File: src/rtl/vjtag_pkg.sv
// Shared types and command encodings for the VJTAG bus controller and its
// Avalon-MM master stage.
package vjtag_pkg;

  typedef enum logic [1:0] {
    IDLE,
    CMD,
    RDWAIT
  } state_t;

  // Command bytes understood by the upstream JTAG controller.
  localparam logic [7:0] READ  = 8'h01;
  localparam logic [7:0] WRITE = 8'h02;
  localparam logic [7:0] RST_A = 8'hFE;
  localparam logic [7:0] RST_D = 8'hFF;

endpackage

File: src/rtl/vjtag_watchdog.sv
// Per-transaction cycle counter; expired flags the last allowed cycle.
// TIMEOUT = 0 disables expiry entirely.
module vjtag_watchdog #(
  parameter int unsigned TIMEOUT = 1024
) (
  input  logic clk,
  input  logic rst,
  input  logic clear,
  input  logic enable,
  output logic expired
);

  localparam int unsigned CW = (TIMEOUT < 2) ? 1 : $clog2(TIMEOUT + 1);
  localparam logic [CW-1:0] LAST = (TIMEOUT == 0) ? '0 : CW'(TIMEOUT - 1);

  logic [CW-1:0] cnt_q, cnt_d;

  // Holding at LAST keeps expiry asserted if a read is accepted on the final cycle.
  always_comb begin
    cnt_d = cnt_q;
    if (clear) begin
      cnt_d = '0;
    end else if (enable && (cnt_q != LAST)) begin
      cnt_d = cnt_q + 1'b1;
    end
  end

  always_ff @(posedge clk) begin
    if (rst) begin
      cnt_q <= '0;
    end else begin
      cnt_q <= cnt_d;
    end
  end

  assign expired = (TIMEOUT != 0) && enable && (cnt_q == LAST);

endmodule

File: src/rtl/vjtag_avmm_master.sv
// Executes single-outstanding read/write requests as an Avalon-MM master,
// with a watchdog that aborts transactions a hung slave never completes.
module vjtag_avmm_master
  import vjtag_pkg::*;
#(
  parameter int unsigned           ADDR_WIDTH   = 16,
  parameter int unsigned           DATA_WIDTH   = 16,
  parameter int unsigned           TIMEOUT      = 1024,
  parameter logic [DATA_WIDTH-1:0] TIMEOUT_DATA = DATA_WIDTH'(32'hDEAD)
) (
  input  logic                    clk,
  input  logic                    rst,
  input  logic                    req_valid,
  output logic                    req_ready,
  input  logic [ADDR_WIDTH-1:0]   req_addr,
  input  logic                    req_write,
  input  logic [DATA_WIDTH-1:0]   req_wdata,
  output logic                    rsp_valid,
  output logic [DATA_WIDTH-1:0]   rsp_rdata,
  output logic [ADDR_WIDTH-1:0]   avm_address,
  output logic                    avm_read,
  output logic                    avm_write,
  output logic [DATA_WIDTH-1:0]   avm_writedata,
  output logic [DATA_WIDTH/8-1:0] avm_byteenable,
  input  logic                    avm_waitrequest,
  input  logic [DATA_WIDTH-1:0]   avm_readdata,
  input  logic                    avm_readdatavalid,
  output logic                    err_timeout,
  input  logic                    err_clear
);

  state_t                state_q, state_d;
  logic [ADDR_WIDTH-1:0] addr_q, addr_d;
  logic [DATA_WIDTH-1:0] wdata_q, wdata_d;
  logic                  read_q, read_d;
  logic                  write_q, write_d;
  logic                  is_write_q, is_write_d;
  logic                  rsp_valid_q, rsp_valid_d;
  logic [DATA_WIDTH-1:0] rsp_rdata_q, rsp_rdata_d;
  logic                  err_q, err_d;

  logic wd_clear, wd_enable, wd_expired;
  logic timeout_hit;
  logic accept;

  assign req_ready = (state_q == IDLE) && !rst;
  assign accept    = req_valid && req_ready;

  vjtag_watchdog #(
    .TIMEOUT (TIMEOUT)
  ) u_watchdog (
    .clk     (clk),
    .rst     (rst),
    .clear   (wd_clear),
    .enable  (wd_enable),
    .expired (wd_expired)
  );

  always_comb begin
    state_d     = state_q;
    addr_d      = addr_q;
    wdata_d     = wdata_q;
    read_d      = read_q;
    write_d     = write_q;
    is_write_d  = is_write_q;
    rsp_valid_d = 1'b0;
    rsp_rdata_d = rsp_rdata_q;
    wd_clear    = 1'b0;
    wd_enable   = (state_q == CMD) || (state_q == RDWAIT);
    timeout_hit = 1'b0;

    case (state_q)
      IDLE: begin
        if (accept) begin
          addr_d     = req_addr;
          wdata_d    = req_wdata;
          is_write_d = req_write;
          read_d     = !req_write;
          write_d    = req_write;
          wd_clear   = 1'b1;
          state_d    = CMD;
        end
      end
      CMD: begin
        // Completion on the final counted cycle takes priority over the abort.
        if (!avm_waitrequest) begin
          read_d  = 1'b0;
          write_d = 1'b0;
          state_d = is_write_q ? IDLE : RDWAIT;
        end else if (wd_expired) begin
          read_d      = 1'b0;
          write_d     = 1'b0;
          timeout_hit = 1'b1;
          state_d     = IDLE;
        end
      end
      RDWAIT: begin
        if (avm_readdatavalid) begin
          rsp_valid_d = 1'b1;
          rsp_rdata_d = avm_readdata;
          state_d     = IDLE;
        end else if (wd_expired) begin
          timeout_hit = 1'b1;
          state_d     = IDLE;
        end
      end
      default: begin
        state_d = IDLE;
      end
    endcase

    // An aborted read still answers so the upstream controller never stalls.
    if (timeout_hit && !is_write_q) begin
      rsp_valid_d = 1'b1;
      rsp_rdata_d = TIMEOUT_DATA;
    end

    if (timeout_hit) begin
      err_d = 1'b1;
    end else if (err_clear) begin
      err_d = 1'b0;
    end else begin
      err_d = err_q;
    end
  end

  always_ff @(posedge clk) begin
    if (rst) begin
      state_q     <= IDLE;
      addr_q      <= '0;
      wdata_q     <= '0;
      read_q      <= 1'b0;
      write_q     <= 1'b0;
      is_write_q  <= 1'b0;
      rsp_valid_q <= 1'b0;
      rsp_rdata_q <= '0;
      err_q       <= 1'b0;
    end else begin
      state_q     <= state_d;
      addr_q      <= addr_d;
      wdata_q     <= wdata_d;
      read_q      <= read_d;
      write_q     <= write_d;
      is_write_q  <= is_write_d;
      rsp_valid_q <= rsp_valid_d;
      rsp_rdata_q <= rsp_rdata_d;
      err_q       <= err_d;
    end
  end

  assign avm_address    = addr_q;
  assign avm_writedata  = wdata_q;
  assign avm_read       = read_q;
  assign avm_write      = write_q;
  assign avm_byteenable = '1;
  assign rsp_valid      = rsp_valid_q;
  assign rsp_rdata      = rsp_rdata_q;
  assign err_timeout    = err_q;

endmodule

File: config.mk
export PLATFORM = sky130hd
export DESIGN_NAME = vjtag_avmm_master
export DESIGN_NICKNAME = d
export VERILOG_FILES = /design/src/rtl/vjtag_pkg.sv /design/src/rtl/vjtag_watchdog.sv /design/src/rtl/vjtag_avmm_master.sv
export SDC_FILE = /design/constraint.sdc
export NUM_CORES = 1
export LEC_CHECK = 0
export ABC_AREA = 0
export ABC_CLOCK_PERIOD_IN_PS = 4000
export CELL_PAD_IN_SITES_DETAIL_PLACEMENT = 1
export CELL_PAD_IN_SITES_GLOBAL_PLACEMENT = 1
export CORE_ASPECT_RATIO = 2
export CORE_MARGIN = 2
export CORE_UTILIZATION = 34
export DETAILED_ROUTE_END_ITERATION = 8
export PLACE_DENSITY = 0.91
export SYNTH_ARGS = -nofsm -noshare
export SYNTH_HDL_FRONTEND = slang
export SYNTH_SLANG_ARGS = --single-unit
File: constraint.sdc
create_clock -name clk -period 4 [get_ports clk]
set_clock_uncertainty 0.15 [all_clocks]
set_input_delay 0.6 -clock clk [delete_from_list [all_inputs] [get_ports clk]]
set_output_delay 0.6 -clock clk [all_outputs]
set_load 0.1 [all_outputs]
Yosys cells after proc, flatten, opt, wreduce, memory -nomap -nowiden
Index checks and enable logic that the tools add are counted.
{ "word_totals": {"regBits": 66, "input_bits": 55, "output_inout_bits": 55, "wordCells": 64} }
{ "classes": {"n_addsub": 1, "eq_ne": 6, "muxes": 26, "reduce_logical": 20} }
{ "ops": {"columns": ["operator", "count"], "rows": [
  ["two-way mux 16 bit", 3],
  ["two-way mux 1 bit", 14],
  ["adder 11 x 1 -> 11 bit (second input constant)", 1],
  ["equality test 11 x 10 -> 1 bit (second input constant)", 1],
  ["!= test 11 x 10 -> 1 bit (second input constant)", 1],
  ["two-way mux 2 bit", 5],
  ["nonzero test 2 bit", 4],
  ["one-hot mux 1 bit (2 select lines)", 3],
  ["one-hot mux 2 bit (3 select lines)", 1],
  ["AND reduction 2 bit", 3],
  ["logical AND 1 bit", 5],
  ["OR reduction 2 bit", 2],
  ["zero test 1 bit", 3],
  ["!= test 3 x 2 -> 1 bit (second input constant)", 1],
  ["AND reduction 3 bit", 1],
  ["equality test 2 x 1 -> 1 bit (second input constant)", 1],
  ["equality test 2 bit (second input constant)", 1],
  ["zero test 2 bit", 1],
  ["!= test 2 bit (second input constant)", 1],
  ["logical OR 1 bit", 1]
]} }

Logic depth before layout (Yosys ltp)
{ "depth": {"ltp_word": 9, "depth_mapped": 8, "mapped_depth_nobuf": 6} }

Cells and area by module
A second synthesis with hierarchy kept.
{ "hier_totals": {"cells_unflattened": 319, "hier_area_um2": 2791.4} }
{ "modules_own_cells": {"columns": ["mod", "instances", "cells_each", "area_each_um2", "seq_area_each_um2"], "rows": [
  ["vjtag_avmm_master", 1, 255, 2258.4, 1101.1],
  ["vjtag_watchdog", 1, 64, 533.0, 220.2]
]} }

Worst setup path after synthesis
Ideal clock, no wire load.
{ "synth_timing": {"path_kind": "input-to-output", "from": "in rst", "to": "out req_ready", "arrival_ns": 2.231, "required_ns": 3.250, "path_slack_ns": 1.019, "cell_stages": 3, "cell_sequence": "clkbuf_1 -> buf_6 -> nor2b_1"} }
{ "synth_between": {"elab_chain_cells": 2} }
{ "synth_rtl": {"columns": ["item", "line_no", "source"], "rows": [
  ["from (decl)", "vjtag_avmm_master.sv:12", "input logic rst,"],
  ["zero test 1 bit", "vjtag_avmm_master.sv:46", "assign req_ready = (state_q == IDLE) && !rst;"],
  ["logical AND 1 bit", "vjtag_avmm_master.sv:46", null],
  ["to (decl)", "vjtag_avmm_master.sv:14", "output logic req_ready,"]
]} }
Every way passes these cells.

Worst setup path after layout
{ "layout_timing": {"from": "reg addr_q[4], in the netlist avm_address[4]", "to": "out avm_address[4]"} }
{ "layout_lines": {"columns": ["item", "line_no", "source"], "rows": [
  ["from (decl)", "vjtag_avmm_master.sv:33", "logic [ADDR_WIDTH-1:0] addr_q, addr_d;"],
  ["from (signal assigned)", "vjtag_avmm_master.sv:140", "addr_q <= addr_d;"],
  ["to (decl)", "vjtag_avmm_master.sv:20", "output logic [ADDR_WIDTH-1:0] avm_address,"]
]} }
No word-level cell between the ends.

==> qor.csv <==
metric,value,unit
grt-ovfl-total,0,
routed_wl,8.78,mm
min_delay_path_depth,2,
antennaDiodeCount,0,
maxSlewViolCount,0,
critPathLaunchType,flop,
cts_buffer_depth,2,
ff_latch_area,1320,sq um
via_count,2621,
rsz0062_at_grt,no,
synth-edff-count,0,
max_freq,379,MHz
leakagePower,1.66,nW
die_w,68.1,microns
cts-resized-gates,0,
die_y,132,microns
antenna_found_initial,0,
rr_worst_depth,6,
worstHoldPathType,flop to flop,
ys.flop_type,dfxtp_1,
cts_tree,built,
yosys.cell_types.count,44,
slew_headroom,0.309,
crit_buf_inv,1,
synthCells,306,
tightest_slew,1.03,ns
hold_violations,0,
finalWorstSetupSlack,1.36,ns
slowest_delay,1.19,ns
cts.root.buffer_cell,clkbuf_16,
arrival,1.89,ns
coreArea,7940,sq um
cts_hold_buf,0,
cts.sinks,66,
cts.htree.levels,3,
ys_ff_latch,66,
avgRoutedWirePerCell,17.3,microns
drive_gt1_frac,0.0876,
multi_input_area,1350,sq um
period_share,0.659,
clk_latency,0.33,ns
drtAntennaViolNets,0,
synth_area,2800,sq um
layout_min_cycle_time,2.64,ns
io_buffers,107,
path_class,flop to output port,
cp_top_family,buffers and inverters,
die_area,9010,sq um
place_ws,1.41,ns
place_area,3870,sq um
ir_drop,0.401,mV
grt_max_degree,69,
hpwlAfterDp,6.16,mm
async_flop_share,0,
fp-row-count,46,
timing.hold.ws,0.325,ns
crit_cells,1,
ios,110,
remaining_drc_errors,0,
outcome,"complete, no violations",
fill_cells,916,
endpoint_kind,output port,
first_pass_iters,5,
yosysTopAreaCell,dfxtp_1,
maxCapViolCount,0,
yosys.area.top_type_share,0.472,
path_clk_slew,0.05,ns
start_util,0.352,
grt_pass1_vias,2881,
grt_use_total,0.210,
num-nets-final,466,
slowest_stage,clkdlybuf4s50_1,
finalSetupViolCount,0,
cts_buffers,9,
required,3.25,ns
path_cells,clkdlybuf4s50_1,
post_cts_buffers,0,
setup_tns,0,ns
place_congestion,0.830,
avgSynthCellArea,9.14,sq um
synthTopCellsByCount,"dfxtp_1, nand2_1, o21ai_0",
ys_seq_area_frac,0.472,
grt_pass1_wl,13.9,mm
yosysWarnings,0,
powerDensity,490,nW/um^2
stdcell_area,4210,sq um
vias_per_cell,5.17,
drt_iter0_markers,82,
area_delta_synth_final,50.6,%
ys_top_cells_by_area,"dfxtp_1, nand2b_1, o21ai_0",
critPathMaxFanout,2,
yosysMostFrequentCell,dfxtp_1,
[worst register-to-register path: cells and delay by family, from the launching register on]
family                   cells  cell delay, ns
buffers and inverters        1            0.08
AND/OR/NAND/NOR              3            1.21
adder cells (fa/ha/maj)      1            0.33
flip-flops                   1            0.40
AO/OA/AOI/OAI                1            0.12
[through the flow]
stage	total power (W)	cells	util
after floorplan	0.00105	307	-
after global placement	0.00118	491	0.488
after detailed placement	0.00119	491	0.488
after CTS	0.00209	507	0.530
after global routing	0.00213	507	0.530
final	0.00206	507	0.530
[cell usage in the layout (no fill, tap or decap), types with 2 or more instances in the layout]
| master | instances |
|---|---|
| o31ai_1 | 2 |
| ha_1 | 5 |
| and3_1 | 2 |
| nor2_1 | 8 |
| clkbuf_16 | 9 |
| nand4_1 | 3 |
| buf_4 | 3 |
| mux2i_1 | 16 |
| a41oi_1 | 2 |
| nor3_1 | 8 |
| conb_1 | 2 |
| clkbuf_8 | 3 |
| inv_1 | 2 |
| nand2b_1 | 37 |
| dfxtp_1 | 66 |
| nor2b_1 | 3 |
| xor2_1 | 4 |
| nand3_1 | 2 |
| o211ai_1 | 3 |
| o21ai_0 | 38 |
| o21ai_2 | 10 |
| nand2_1 | 44 |
| a21oi_1 | 9 |
| clkdlybuf4s50_1 | 105 |
| bufinv_16 | 2 |
| o2111ai_1 | 2 |
[power by group]
| group | total, W | leakage [nW] | switching, W | internal [W] |
|---|---|---|---|---|
| clock network | 0.000887 | 0.166 | 0.000288 | 0.000599 |
| registers | 0.000718 | 0.539 | 0.0000235 | 0.000694 |
| logic | 0.000461 | 0.959 | 0.000329 | 0.000131 |
| total | 0.00206 | 1.66 | 0.000641 | 0.00142 |
[cell type report]
cell class,instances,share of cell area
inverter,2,0.00178
tap,96,0.0285
timing repair buffer,109,0.256
sequential,66,0.314
clock inverter,3,0.0163
multi-input combinational,218,0.320
clock buffer,13,0.0642
[registers in the layout, summed over array words and instances, names as in the netlist]
register	flops
avm_read	1
avm_writedata	16
avm_address	16
is_write_q	1
u_watchdog.cnt_q	11
err_timeout	1
avm_write	1
rsp_valid	1
rsp_rdata	16
state_q	2
[path summary, 6_finish.rpt]
kind,from,to,slack (ns)
min,avm_writedata[15],avm_writedata[15],0.33
max,avm_address[4],avm_address[4],1.36
max reg2reg,state_q[1],rsp_rdata[0],1.63
min reg2reg,avm_writedata[15],avm_writedata[15],0.33
[kinds of logic (layout without fill, tap and decap cells)]
| kind of cell | after synthesis | after routing | synth area share |
|---|---|---|---|
| adder cells (fa/ha/maj) | 5 | 5 | 0.0224 |
| flip-flops | 66 | 66 | 0.472 |
| AO/OA/AOI/OAI | 71 | 71 | 0.156 |
| multiplexers | 16 | 16 | 0.0572 |
| AND/OR/NAND/NOR | 120 | 120 | 0.230 |
| buffers and inverters | 23 | 127 | 0.0483 |
| other | 1 | 2 | 0.00134 |
| XOR/XNOR | 4 | 4 | 0.0125 |
[per-layer routing]
layer / share of wire / up-vias / global-route usage
met2: 0.59 / 84 / 0.390
met1: 0.32 / 1267 / 0.189
met5: 0 / - / 0
met4: 0.045 / 0 / 0.148
met3: 0.040 / 23 / 0.0333
li1: - / 1247 / -
Note: power is estimated with default switching activity, not from simulation.
